**config.mk**
```make
export PLATFORM = sky130hd
export DESIGN_NAME = mem_arbiter
export DESIGN_NICKNAME = d
export VERILOG_FILES = /design/src/rtl/mem_arbiter.sv
export SDC_FILE = /design/constraint.sdc
export NUM_CORES = 1
export LEC_CHECK = 0
export ABC_AREA = 1
export CAP_MARGIN = 20
export CORE_ASPECT_RATIO = 1.5
export CORE_UTILIZATION = 30
export DETAILED_ROUTE_END_ITERATION = 8
export HOLD_SLACK_MARGIN = 0.02
export MAX_ROUTING_LAYER = met4
export SLEW_MARGIN = 20
export SYNTH_ARGS = -nofsm -noshare
export SYNTH_HDL_FRONTEND = slang
export SYNTH_SLANG_ARGS = --single-unit
```
**constraint.sdc**
```tcl
create_clock -name clk -period 1.4 [get_ports clk]
set_input_delay 0.28 -clock clk [delete_from_list [all_inputs] [get_ports clk]]
set_output_delay 0.28 -clock clk [all_outputs]
set_load 0.01 [all_outputs]
```
**src/rtl/mem_arbiter.sv**
```systemverilog
// Round-robin two-port front end for the single-port memory model; holds each access for ACCESS_LAT beats.
// Define MEM_ARB_STATS_EN to add the per-port 32-bit grant counters grant_cnt0/grant_cnt1.
`ifndef MEM_ADDR_SIZE
`define MEM_ADDR_SIZE 16
`endif
`ifndef MEM_BANDWIDTH
`define MEM_BANDWIDTH 4
`endif

module mem_arbiter #(
    parameter int ACCESS_LAT = 2
) (
    input  logic                          clk,
    input  logic                          rst,
    input  logic                          req0_valid,
    input  logic [`MEM_ADDR_SIZE-1:0]     req0_addr,
    output logic                          req0_ready,
    output logic                          resp0_valid,
    output logic [`MEM_BANDWIDTH*8-1:0]   resp0_data,
    input  logic                          req1_valid,
    input  logic                          req1_write,
    input  logic [`MEM_ADDR_SIZE-1:0]     req1_addr,
    input  logic [`MEM_BANDWIDTH*8-1:0]   req1_wdata,
    output logic                          req1_ready,
    output logic                          resp1_valid,
    output logic [`MEM_BANDWIDTH*8-1:0]   resp1_data,
    output logic [`MEM_ADDR_SIZE-1:0]     mem_addr,
    output logic [`MEM_BANDWIDTH*8-1:0]   mem_write_data,
    output logic                          mem_write_valid,
    input  logic [`MEM_BANDWIDTH*8-1:0]   mem_data,
`ifdef MEM_ARB_STATS_EN
    output logic [31:0]                   grant_cnt0,
    output logic [31:0]                   grant_cnt1,
`endif
    input  logic                          mem_valid
);

    localparam int AW = `MEM_ADDR_SIZE;
    localparam int DW = `MEM_BANDWIDTH * 8;
    localparam int CW = $clog2(ACCESS_LAT + 1);
    localparam logic [CW-1:0] CNT_LOAD = CW'(ACCESS_LAT - 1);

    typedef enum logic [1:0] {IDLE, ACCESS, RESP} state_e;

    state_e          state_q, state_d;
    logic [CW-1:0]   cnt_q, cnt_d;
    logic            owner_q, owner_d;
    logic            write_q, write_d;
    logic            last_grant_q, last_grant_d;
    logic [AW-1:0]   mem_addr_q, mem_addr_d;
    logic [DW-1:0]   mem_wdata_q, mem_wdata_d;
    logic            resp0_valid_q, resp0_valid_d;
    logic            resp1_valid_q, resp1_valid_d;
    logic [DW-1:0]   resp0_data_q, resp0_data_d;
    logic [DW-1:0]   resp1_data_q, resp1_data_d;
    logic            grant0;
`ifdef MEM_ARB_STATS_EN
    logic [31:0]     grant_cnt0_q, grant_cnt0_d;
    logic [31:0]     grant_cnt1_q, grant_cnt1_d;
`endif

    always_comb begin
        // NOTE: every signal written here gets a default first, so no path leaves one unassigned and no latch is inferred.
        state_d         = state_q;
        cnt_d           = cnt_q;
        owner_d         = owner_q;
        write_d         = write_q;
        last_grant_d    = last_grant_q;
        mem_addr_d      = mem_addr_q;
        mem_wdata_d     = mem_wdata_q;
        resp0_valid_d   = 1'b0;
        resp1_valid_d   = 1'b0;
        resp0_data_d    = resp0_data_q;
        resp1_data_d    = resp1_data_q;
        req0_ready      = 1'b0;
        req1_ready      = 1'b0;
        mem_write_valid = 1'b0;
`ifdef MEM_ARB_STATS_EN
        grant_cnt0_d    = grant_cnt0_q;
        grant_cnt1_d    = grant_cnt1_q;
`endif
        // last_grant_q == 1 means port 1 went last, so port 0 wins a tie.
        grant0 = req0_valid && (!req1_valid || last_grant_q);

        unique case (state_q)
            IDLE: begin
                if (!rst) begin
                    req0_ready = grant0;
                    req1_ready = req1_valid && !grant0;
                    if (req0_ready || req1_ready) begin
                        owner_d      = req1_ready;
                        last_grant_d = req1_ready;
                        write_d      = req1_ready && req1_write;
                        mem_addr_d   = req1_ready ? req1_addr : req0_addr;
                        mem_wdata_d  = req1_ready ? req1_wdata : '0;
                        cnt_d        = CNT_LOAD;
                        state_d      = ACCESS;
`ifdef MEM_ARB_STATS_EN
                        if (req0_ready) grant_cnt0_d = grant_cnt0_q + 32'd1;
                        if (req1_ready) grant_cnt1_d = grant_cnt1_q + 32'd1;
`endif
                    end
                end
            end
            ACCESS: begin
                if (mem_valid) begin
                    if (cnt_q == '0) begin
                        mem_write_valid = write_q && !rst;
                        if (owner_q) begin
                            resp1_data_d  = write_q ? '0 : mem_data;
                            resp1_valid_d = 1'b1;
                        end else begin
                            resp0_data_d  = mem_data;
                            resp0_valid_d = 1'b1;
                        end
                        state_d = RESP;
                    end else begin
                        cnt_d = cnt_q - 1'b1;
                    end
                end
            end
            RESP:    state_d = IDLE;
            default: state_d = IDLE;
        endcase
    end

    always_ff @(posedge clk) begin
        // NOTE: non-blocking assignments so every flop updates from the same pre-edge values.
        if (rst) begin
            state_q       <= IDLE;
            cnt_q         <= '0;
            owner_q       <= 1'b0;
            write_q       <= 1'b0;
            last_grant_q  <= 1'b1;
            mem_addr_q    <= '0;
            mem_wdata_q   <= '0;
            resp0_valid_q <= 1'b0;
            resp1_valid_q <= 1'b0;
            resp0_data_q  <= '0;
            resp1_data_q  <= '0;
`ifdef MEM_ARB_STATS_EN
            grant_cnt0_q  <= '0;
            grant_cnt1_q  <= '0;
`endif
        end else begin
            state_q       <= state_d;
            cnt_q         <= cnt_d;
            owner_q       <= owner_d;
            write_q       <= write_d;
            last_grant_q  <= last_grant_d;
            mem_addr_q    <= mem_addr_d;
            mem_wdata_q   <= mem_wdata_d;
            resp0_valid_q <= resp0_valid_d;
            resp1_valid_q <= resp1_valid_d;
            resp0_data_q  <= resp0_data_d;
            resp1_data_q  <= resp1_data_d;
`ifdef MEM_ARB_STATS_EN
            grant_cnt0_q  <= grant_cnt0_d;
            grant_cnt1_q  <= grant_cnt1_d;
`endif
        end
    end

    assign resp0_valid    = resp0_valid_q;
    assign resp1_valid    = resp1_valid_q;
    assign resp0_data     = resp0_data_q;
    assign resp1_data     = resp1_data_q;
    assign mem_addr       = mem_addr_q;
    assign mem_write_data = mem_wdata_q;
`ifdef MEM_ARB_STATS_EN
    assign grant_cnt0     = grant_cnt0_q;
    assign grant_cnt1     = grant_cnt1_q;
`endif

endmodule
```
Yosys cells after proc, flatten, opt, wreduce, memory -nomap -nowiden

Cells that the tools add are included.

Bits of input ports: 102
Register bits: 121
Logic and storage cells: 58
Output and inout port bits: 117

Bitwise gates (word level): 4
Muxes and demuxes: 19
Equality and inequality tests: 5
Add/sub/neg operators: 1
Reduce and logical (&&, ||, !) cells: 18

Operators by type and width:

| operator              | count |
|---|---|
| $mux W32              | 2 |
| $mux W16              | 1 |
| $reduce_and A4 Y1     | 3 |
| $mux W2               | 5 |
| $mux W1               | 9 |
| $ne A2 B2 Y1 const B  | 4 |
| $pmux W2 S2           | 2 |
| $logic_and A1 B1 Y1   | 4 |
| $logic_not A2 Y1      | 2 |
| $not A1 Y1            | 4 |
| $reduce_or A4 Y1      | 1 |
| $logic_not A1 Y1      | 3 |
| $reduce_and A3 Y1     | 1 |
| $eq A2 B1 Y1 const B  | 1 |
| $logic_or A1 B1 Y1    | 2 |
| $reduce_and A2 Y1     | 1 |
| $reduce_bool A2 Y1    | 1 |
| $sub A2 B1 Y2 const B | 1 |

Depth between registers and ports, before layout

Gate-level depths: netlist of the first run.

Depth in word-level cells: 8
Depth in mapped cells: 8
Mapped depth without buffers: 7

Worst setup path after synthesis of the first run

No wires, ideal clock.

Path type: register -> output
Start point: reg last_grant_q
End point: out req1_ready
Setup slack: 34 ps
Required time: 1120 ps
Stages on the path, launching flop included: 5
Path buffers: 1
Arrival: 1086 ps
Path through: dfxtp_1 -> a21oi_2 -> inv_2 -> clkbuf_1 -> nor3_1

Longest elaborated chain between the ends: 6

Ends and longest elaborated chain:

| what                     | line | source |
|---|---|---|
| start: declaration       | 49   | `logic last_grant_q, last_grant_d;` |
| start signal: assignment | 150  | `last_grant_q <= last_grant_d;` |
| $logic_or A1 B1 Y1       | 83   | `grant0 = req0_valid && (!req1_valid \|\| last_grant_q);` |
| $logic_and A1 B1 Y1      | 83   |  |
| $logic_not A1 Y1         | 89   | `req1_ready = req1_valid && !grant0;` |
| $logic_and A1 B1 Y1      | 89   |  |
| $mux W1                  | 87   | `if (!rst) begin` |
| $mux W1                  | 85   | `unique case (state_q)` |
| end: declaration         | 24   | `output logic req1_ready,` |

Every way passes these cells.

Worst setup path in the final report of the first run

Start point: reg cnt_q[0]
End point: out mem_write_valid

Longest elaborated chain between the ends: 4

Ends and longest elaborated chain:

| what                     | line | source |
|---|---|---|
| start: declaration       | 46   | `logic [CW-1:0] cnt_q, cnt_d;` |
| start signal: assignment | 147  | `cnt_q <= cnt_d;` |
| $logic_not A2 Y1         | 107  | `if (cnt_q == '0) begin` |
| $mux W1                  | 107  |  |
| $mux W1                  | 106  | `if (mem_valid) begin` |
| $mux W1                  | 85   |  |
| end: declaration         | 29   | `output logic mem_write_valid,` |

Every way passes these cells.

==> summary.md, run 1 <==
| Metric | Value |
|---|---|
| Sw frac | ~27% |
| Count of final hold-check violations | 0 |
| Post-synth EDFFs | 0 |
| Leakage power | 4.476 nW |
| Total power | 11.28 mW |
| Synth Instances | 685 |
| Internal power | around 8.2 mW |
| Crit path launch type | flop |
| Fin crit share | 114.6% |
| Clock latency on the worst-skew pair | 0.42 ns |
| Final Max Tran Viols | 0 |
| Post-synth ARST share | 0% |
| DRT Wirelength | 16.70 mm |
| Sw power | roughly 3 mW |
| CTS clk-pin slew, worst paths | 0.06 ns |
| Vias/cell | 4.581 |
| Hold Path Class | in -> reg |
| Commonest cells after routing, fill and taps aside | 159 x nand2_1, 117 x dfxtp_1, 109 x dlygate4sd2_1 |
| CTS buffer count | 17 |
| Initial antenna violation count | 0 |
| Seq. cell area | 2430 µm² |
| Post-synth cell types | 23 |
| Main synth FF type | dfxtp_1 |
| Unrepaired setup endpoints after global routing | yes |
| Worst Setup End Kind | primary output |
| DRT iter0 DRCs | 180 |
| Max Freq | between 600 and 700 MHz |
| Final setup vio count | 106 |
| Critical Path AT | 1.32 ns |
| Layout Nets | ~1000 |
| TritonCTS clock tree | built |
| Data required, critical path | 1.12 ns |
| Mapped Nets | 788 |
| Layout Skew | 0.01139 ns |
| Die width | 107.2 µm |
| Tot GR Track Use | 19.23% |
| Vias in the first global route | around 5000 |
| Worst Tran Pin Value | 0.4804 ns |
| Initial core utilization | 30.74% |
| Pre-CTS setup slack | -0.5776 ns |
| Final GP Congestion | between 0.7 and 0.8 |
| Commonest non-fill, non-tap cell in the layout | nand2_1 |
| Clock root buffer | clkbuf_16 |
| Max Fanout on Critical Path | 2 |
| Chip Height | 159.8 µm |
| IO Count | about 220 |
| N_diodes | 0 |
| Post-layout min period | 1.605 ns |
| TNS Setup | -10.66 ns |
| Grt ovf | 0 |
| Drc violations | 0 |
| Peak supply drop | 0.7564 mV |
| Synth warnings | 0 |
| Final ANT Viol Nets | 0 |
| Avg Inst Size Synth | 7.266 µm² |
| P&R area growth vs syn | 82.38% |
| Site Rows | 57 |
| Clock share of power | 43.7% |
| Clk sinks | 121 |
| Failing checks | negative setup slack |
| Pwr dens | 1243 nW/µm² |
| Fill count | 1517 |
| Register share of total power | around a third |
| Sequential fraction of the synthesis area | 48.67% |
| Vias | roughly 5300 |
| Drt wl/cell | 14.40 µm |
| Die area | 17120 µm² |
| WHS | between 0.3 and 0.4 ns |
| Status | finished, violations left |
| Htree depth | 4 |
| Clock buffer depth | 2 |
| Yosys reg bits | ~120 |
| Max_cap viols | 0 |
| Share of post-route cells with drive strength above 1 | 22.14% |
| Post-cts hold buffer count | 0 |
| Largest net degree at the start of global routing | 97 |
| Setup CP Type | reg -> out |
| Syn Std Cell Area | 4977 µm² |
| Post-DP HPWL | between 10 and 15 mm |
| Detailed Routing Iterations Pass 1 | 4 |
| Final WS setup | -0.2047 ns |
| Multi-input logic area | 2420 µm² |
| Slew headroom | just under 70% |
| First-pass GRT wire length | 24.89 mm |
| Comb power frac | 22.4% |
| Port bufs | 218 |
| Core area | about 16000 µm² |
-- power by group through the flow --
stage	logic, mW	clock network (mW)	registers (mW)
floorplan	0.859	0	3.96
global route	2.74	5.16	3.85
CTS	1.97	5.01	3.79
global placement	1.92	0	3.86
detailed placement	1.92	0	3.87
finish	2.53	4.93	3.82
-- stage by stage --
stage	utilization [%]	std cells	area, µm²
floorplan	-	685	4977
CTS	51.49	1142	8335
detailed placement	46.02	1095	7451
finish	56.07	1159	9077
global route	56.07	1159	9077
global placement	46.02	1095	7451
-- layer usage --
layer  vias to the layer above  share of wire, %  GRT usage, %  routed length (µm)
li1                       2685                 -             -                   -
met1                      2440                40         20.29                6717
met2                       164                53         34.16                8918
met3                        20               4.6         4.204                 763
met4                         0               1.8         7.846                 295
met5                         -                 0             -                   0
-- cell usage after synthesis (5+ instances only) --
library cell	count	share of area, %
buf_4	7	1.1
inv_1	60	4.5
nor2_1	102	7.7
buf_1	6	0.45
buf_2	14	1.4
nand4_1	33	4.1
inv_2	5	0.38
dfxtp_1	121	49
nand3_1	74	7.4
a21oi_1	37	3.7
clkbuf_1	15	1.1
nand2_1	186	14
nand3_2	10	2.0
-- cells by family after synthesis --
group	count (synthesis)	synth area share, %
buf+inv	112	10.51
fa+ha+maj	1	0.2513
simple gates	412	36.58
flops	121	48.67
compound gates	39	3.997
-- area by class of cell --
cell class | instances | area share, %
timing repair buffer | 284 | 33.69
sequential | 121 | 26.77
multi-input combinational | 452 | 26.66
clock buffer | 18 | 4.838
tap | 206 | 2.839
inverter | 65 | 2.826
clock inverter | 13 | 2.385
-- sequential cells by signal, summed over array words and instances (netlist names) --
register        count
resp1_valid         1
resp1_data         32
write_q             1
last_grant_q        1
resp0_data         32
cnt_q               2
state_q             2
owner_q             1
mem_addr           16
mem_write_data     32
resp0_valid         1
-- repair_timing --
item                                    CTS  global route
endpoints found under the hold margin     0             0
cloned                                    7            11
pin swaps                                 8            44
endpoints found under the setup margin  226           115
buffers inserted                         10             6
gates resized for setup                 148           125
-- final timing paths --
kind | to | slack (ns) | from | depth (start not counted)
worst max-delay path | mem_write_valid | -0.20 | cnt_q[0]$_SDFFE_PP0P_ | 7
worst min-delay path | owner_q$_SDFFE_PP0P_ | 0.30 | rst | 3
worst max register to register | mem_write_data[30]$_SDFFE_PP0P_ | -0.18 | state_q[0]$_SDFFE_PP0P_ | 9
worst min register to register | mem_write_data[22]$_SDFFE_PP0P_ | 0.45 | mem_write_data[22]$_SDFFE_PP0P_ | 2
-- worst max-delay path, cell delays in order (launching register included) --
cell and delay [ns]:
dfxtp_2 0.31, inv_2 0.07, ha_4 0.15, nand4_4 0.07, inv_2 0.06, nand2_2 0.05, nor2_2 0.07, buf_2 0.14
No activity file was read; power rests on OpenSTA's default activity.
==> run 2: changes to the inputs <==
--- a/config.mk
+++ b/config.mk
@@ -10,9 +10,10 @@
 export CORE_ASPECT_RATIO = 1.5
 export CORE_UTILIZATION = 30
 export DETAILED_ROUTE_END_ITERATION = 8
+export DONT_BUFFER_PORTS = 1
+export GPL_TIMING_DRIVEN = 0
 export HOLD_SLACK_MARGIN = 0.02
 export MAX_ROUTING_LAYER = met4
-export SLEW_MARGIN = 20
 export SYNTH_ARGS = -nofsm -noshare
 export SYNTH_HDL_FRONTEND = slang
 export SYNTH_SLANG_ARGS = --single-unit
==> summary.md, run 2 (synthesis results as in run 1) <==
| Metric | Value |
|---|---|
| Status | finished, violations left |
| Failing checks | negative setup slack |
| Leakage power | 3.231 nW |
| Initial core utilization | a little under a third |
| Max_cap viols | 0 |
| TritonCTS clock tree | built |
| Grt ovf | 0 |
| N_diodes | 0 |
| Fin crit share | 111.7% |
| Die area | 17120 µm² |
| Final setup vio count | 94 |
| Max Freq | roughly 640 MHz |
| Sw frac | 27.21% |
| Core area | 16190 µm² |
| Clock root buffer | clkbuf_16 |
| Chip Height | ~160 µm |
| Critical Path AT | 1.28 ns |
| Clock share of power | a little over two fifths |
| CTS buffer count | 17 |
| Die width | about 110 µm |
| Final WS setup | -0.1644 ns |
| Register share of total power | 38.9% |
| Vias/cell | about 4.7 |
| Total power | about 10 mW |
| Clk sinks | 121 |
| Comb power frac | 18.2% |
| Crit path launch type | flop |
| Pwr dens | 1385 nW/µm² |
| Sw power | 2.777 mW |
| IO Count | 219 |
| Detailed Routing Iterations Pass 1 | 5 |
| Tot GR Track Use | 18.61% |
| Htree depth | 4 |
| Unrepaired setup endpoints after global routing | yes |
| Initial antenna violation count | 0 |
| Vias in the first global route | 4603 |
| Site Rows | 57 |
| Worst Setup End Kind | primary output |
| Share of post-route cells with drive strength above 1 | 21.66% |
| Drt wl/cell | 15.93 µm |
| DRT iter0 DRCs | ~230 |
| Data required, critical path | 1.12 ns |
| Final GP Congestion | 0.7955 |
| Max Fanout on Critical Path | 3 |
| Post-layout min period | 1.564 ns |
| Critical path, cell by cell | inv_4 > ha_4 > nand4_4 > inv_2 > nand2_4 > nor2_4 |
| Final design utilization | 45.51% |
| Drc violations | 0 |
| Largest net degree at the start of global routing | 18 |
| CP peak stage delay | 0.32 ns |
| Vias | 4789 |
| Final ANT Viol Nets | 0 |
| Worst Tran Pin Value | around 0.62 ns |
| Clock latency on the worst-skew pair | 0.41 ns |
| Commonest non-fill, non-tap cell in the layout | nand2_1 |
| Final Max Tran Viols | 0 |
| Peak supply drop | 0.7149 mV |
| P&R area growth vs syn | 48.01% |
| CTS clk-pin slew, worst paths | 0.05 ns |
| Layout Skew | 0.005968 ns |
| Layout Nets | 899 |
| First-pass GRT wire length | 23.73 mm |
| Count of final hold-check violations | 0 |
| Clock buffer depth | 2 |
| Internal power | 7.428 mW |
| Post-DP HPWL | about 10 mm |
| Slew headroom | 58.70% |
| Commonest cells after routing, fill and taps aside | 185 x nand2_1, 116 x dfxtp_1, 86 x nor2_1 |
| Setup CP Type | reg -> out |
| Port bufs | 0 |
| Critical path's slowest cell | dfxtp_2 |
| DRT Wirelength | 16.16 mm |
| Hold Path Class | in -> reg |
run 2: cell types whose count changed in the layout (fill, tap and decap cells not counted), sizes merged, moves of 4 or more:
| cell | previous run | this run |
|---|---|---|
| clkdlybuf4s15 | 5 | 0 |
| inv | 68 | 64 |
| clkbuf | 26 | 43 |
| dlygate4sd3 | 0 | 63 |
| clkdlybuf4s50 | 98 | 0 |
| dlygate4sd2 | 109 | 0 |
| buf | 59 | 54 |
run 2: routing by layer:
layer  routed length (µm)  part of all wire, %  GRT usage, %
met1                 6031                   37         18.12
met2                 8573                   53         33.43
met3                 1048                  6.5         5.469
met4                  503                  3.1         8.406
met5                    0                    0             -
run 2: final timing paths:
path                                                       end                   from  depth (start not counted)  slack, ns
worst min register to register           cnt_q[1]$_SDFFE_PP0P_  cnt_q[1]$_SDFFE_PP0P_                          2       0.47
worst max-delay path                           mem_write_valid  cnt_q[0]$_SDFFE_PP0P_                          6      -0.16
worst min-delay path            mem_write_data[5]$_SDFFE_PP0P_          req1_wdata[5]                          2       0.04
worst max register to register      resp0_data[8]$_SDFFE_PP0P_  cnt_q[0]$_SDFFE_PP0P_                         10      -0.15
run 2: stage by stage:
| step | setup WS, ns | cell area [µm²] | hold slack [ns] | TNS, ns | instances |
|---|---|---|---|---|---|
| floorplan | 0.03431 | 4977 | 0.4244 | 0 | 685 |
| global placement | -0.4108 | 5235 | 0.4273 | -12.72 | 891 |
| detailed placement | -0.3786 | 5235 | 0.4315 | -11.38 | 891 |
| CTS | -0.2097 | 6746 | 0.02083 | -5.510 | 996 |
| global route | -0.2493 | 7367 | 0.03205 | -15.43 | 1014 |
| finish | -0.1644 | 7367 | 0.03942 | -5.996 | 1014 |
run 2: layout make-up:
class                           count  area [µm²]
Clock inverter                      8       121.4
Timing Repair Buffer               93        1050
Fill cell                        1578        8822
Inverter                           65       259.0
Buffer                             46       414.1
Tap cell                          206       257.7
Clock buffer                       23       457.9
Multi-Input combinational cell    452        2376
Sequential cell                   121        2431
run 2: repair_timing:
action | CTS | global route
setup endpoints to repair | 93 | 108
pin swaps | 9 | 41
gates resized for setup | 50 | 106
endpoints found under the hold margin | 61 | 2
setup buffers | 11 | 10
cloned | 3 | 6
hold buffers | 61 | 2
run 2: power by group through the flow:
| stage | Clock [mW] | Sequential [mW] | Combinational, mW |
|---|---|---|---|
| 2_1_floorplan | 0 | 3.96 | 0.859 |
| 3_3_place_gp | 0 | 4.02 | 1.09 |
| 3_5_place_dp | 0 | 4.02 | 1.10 |
| 4_1_cts | 4.49 | 3.96 | 1.41 |
| 5_1_grt | 4.65 | 4.00 | 2.04 |
| 6_report | 4.38 | 3.97 | 1.85 |
run 2: worst max-delay path, delay by kind of cell (launching register included):
| kind | cells | cell delay (ns) |
|---|---|---|
| adder cells (fa/ha/maj) | 1 | 0.14 |
| AND/OR/NAND/NOR | 3 | 0.27 |
| buffers and inverters | 2 | 0.14 |
| flip-flops | 1 | 0.32 |
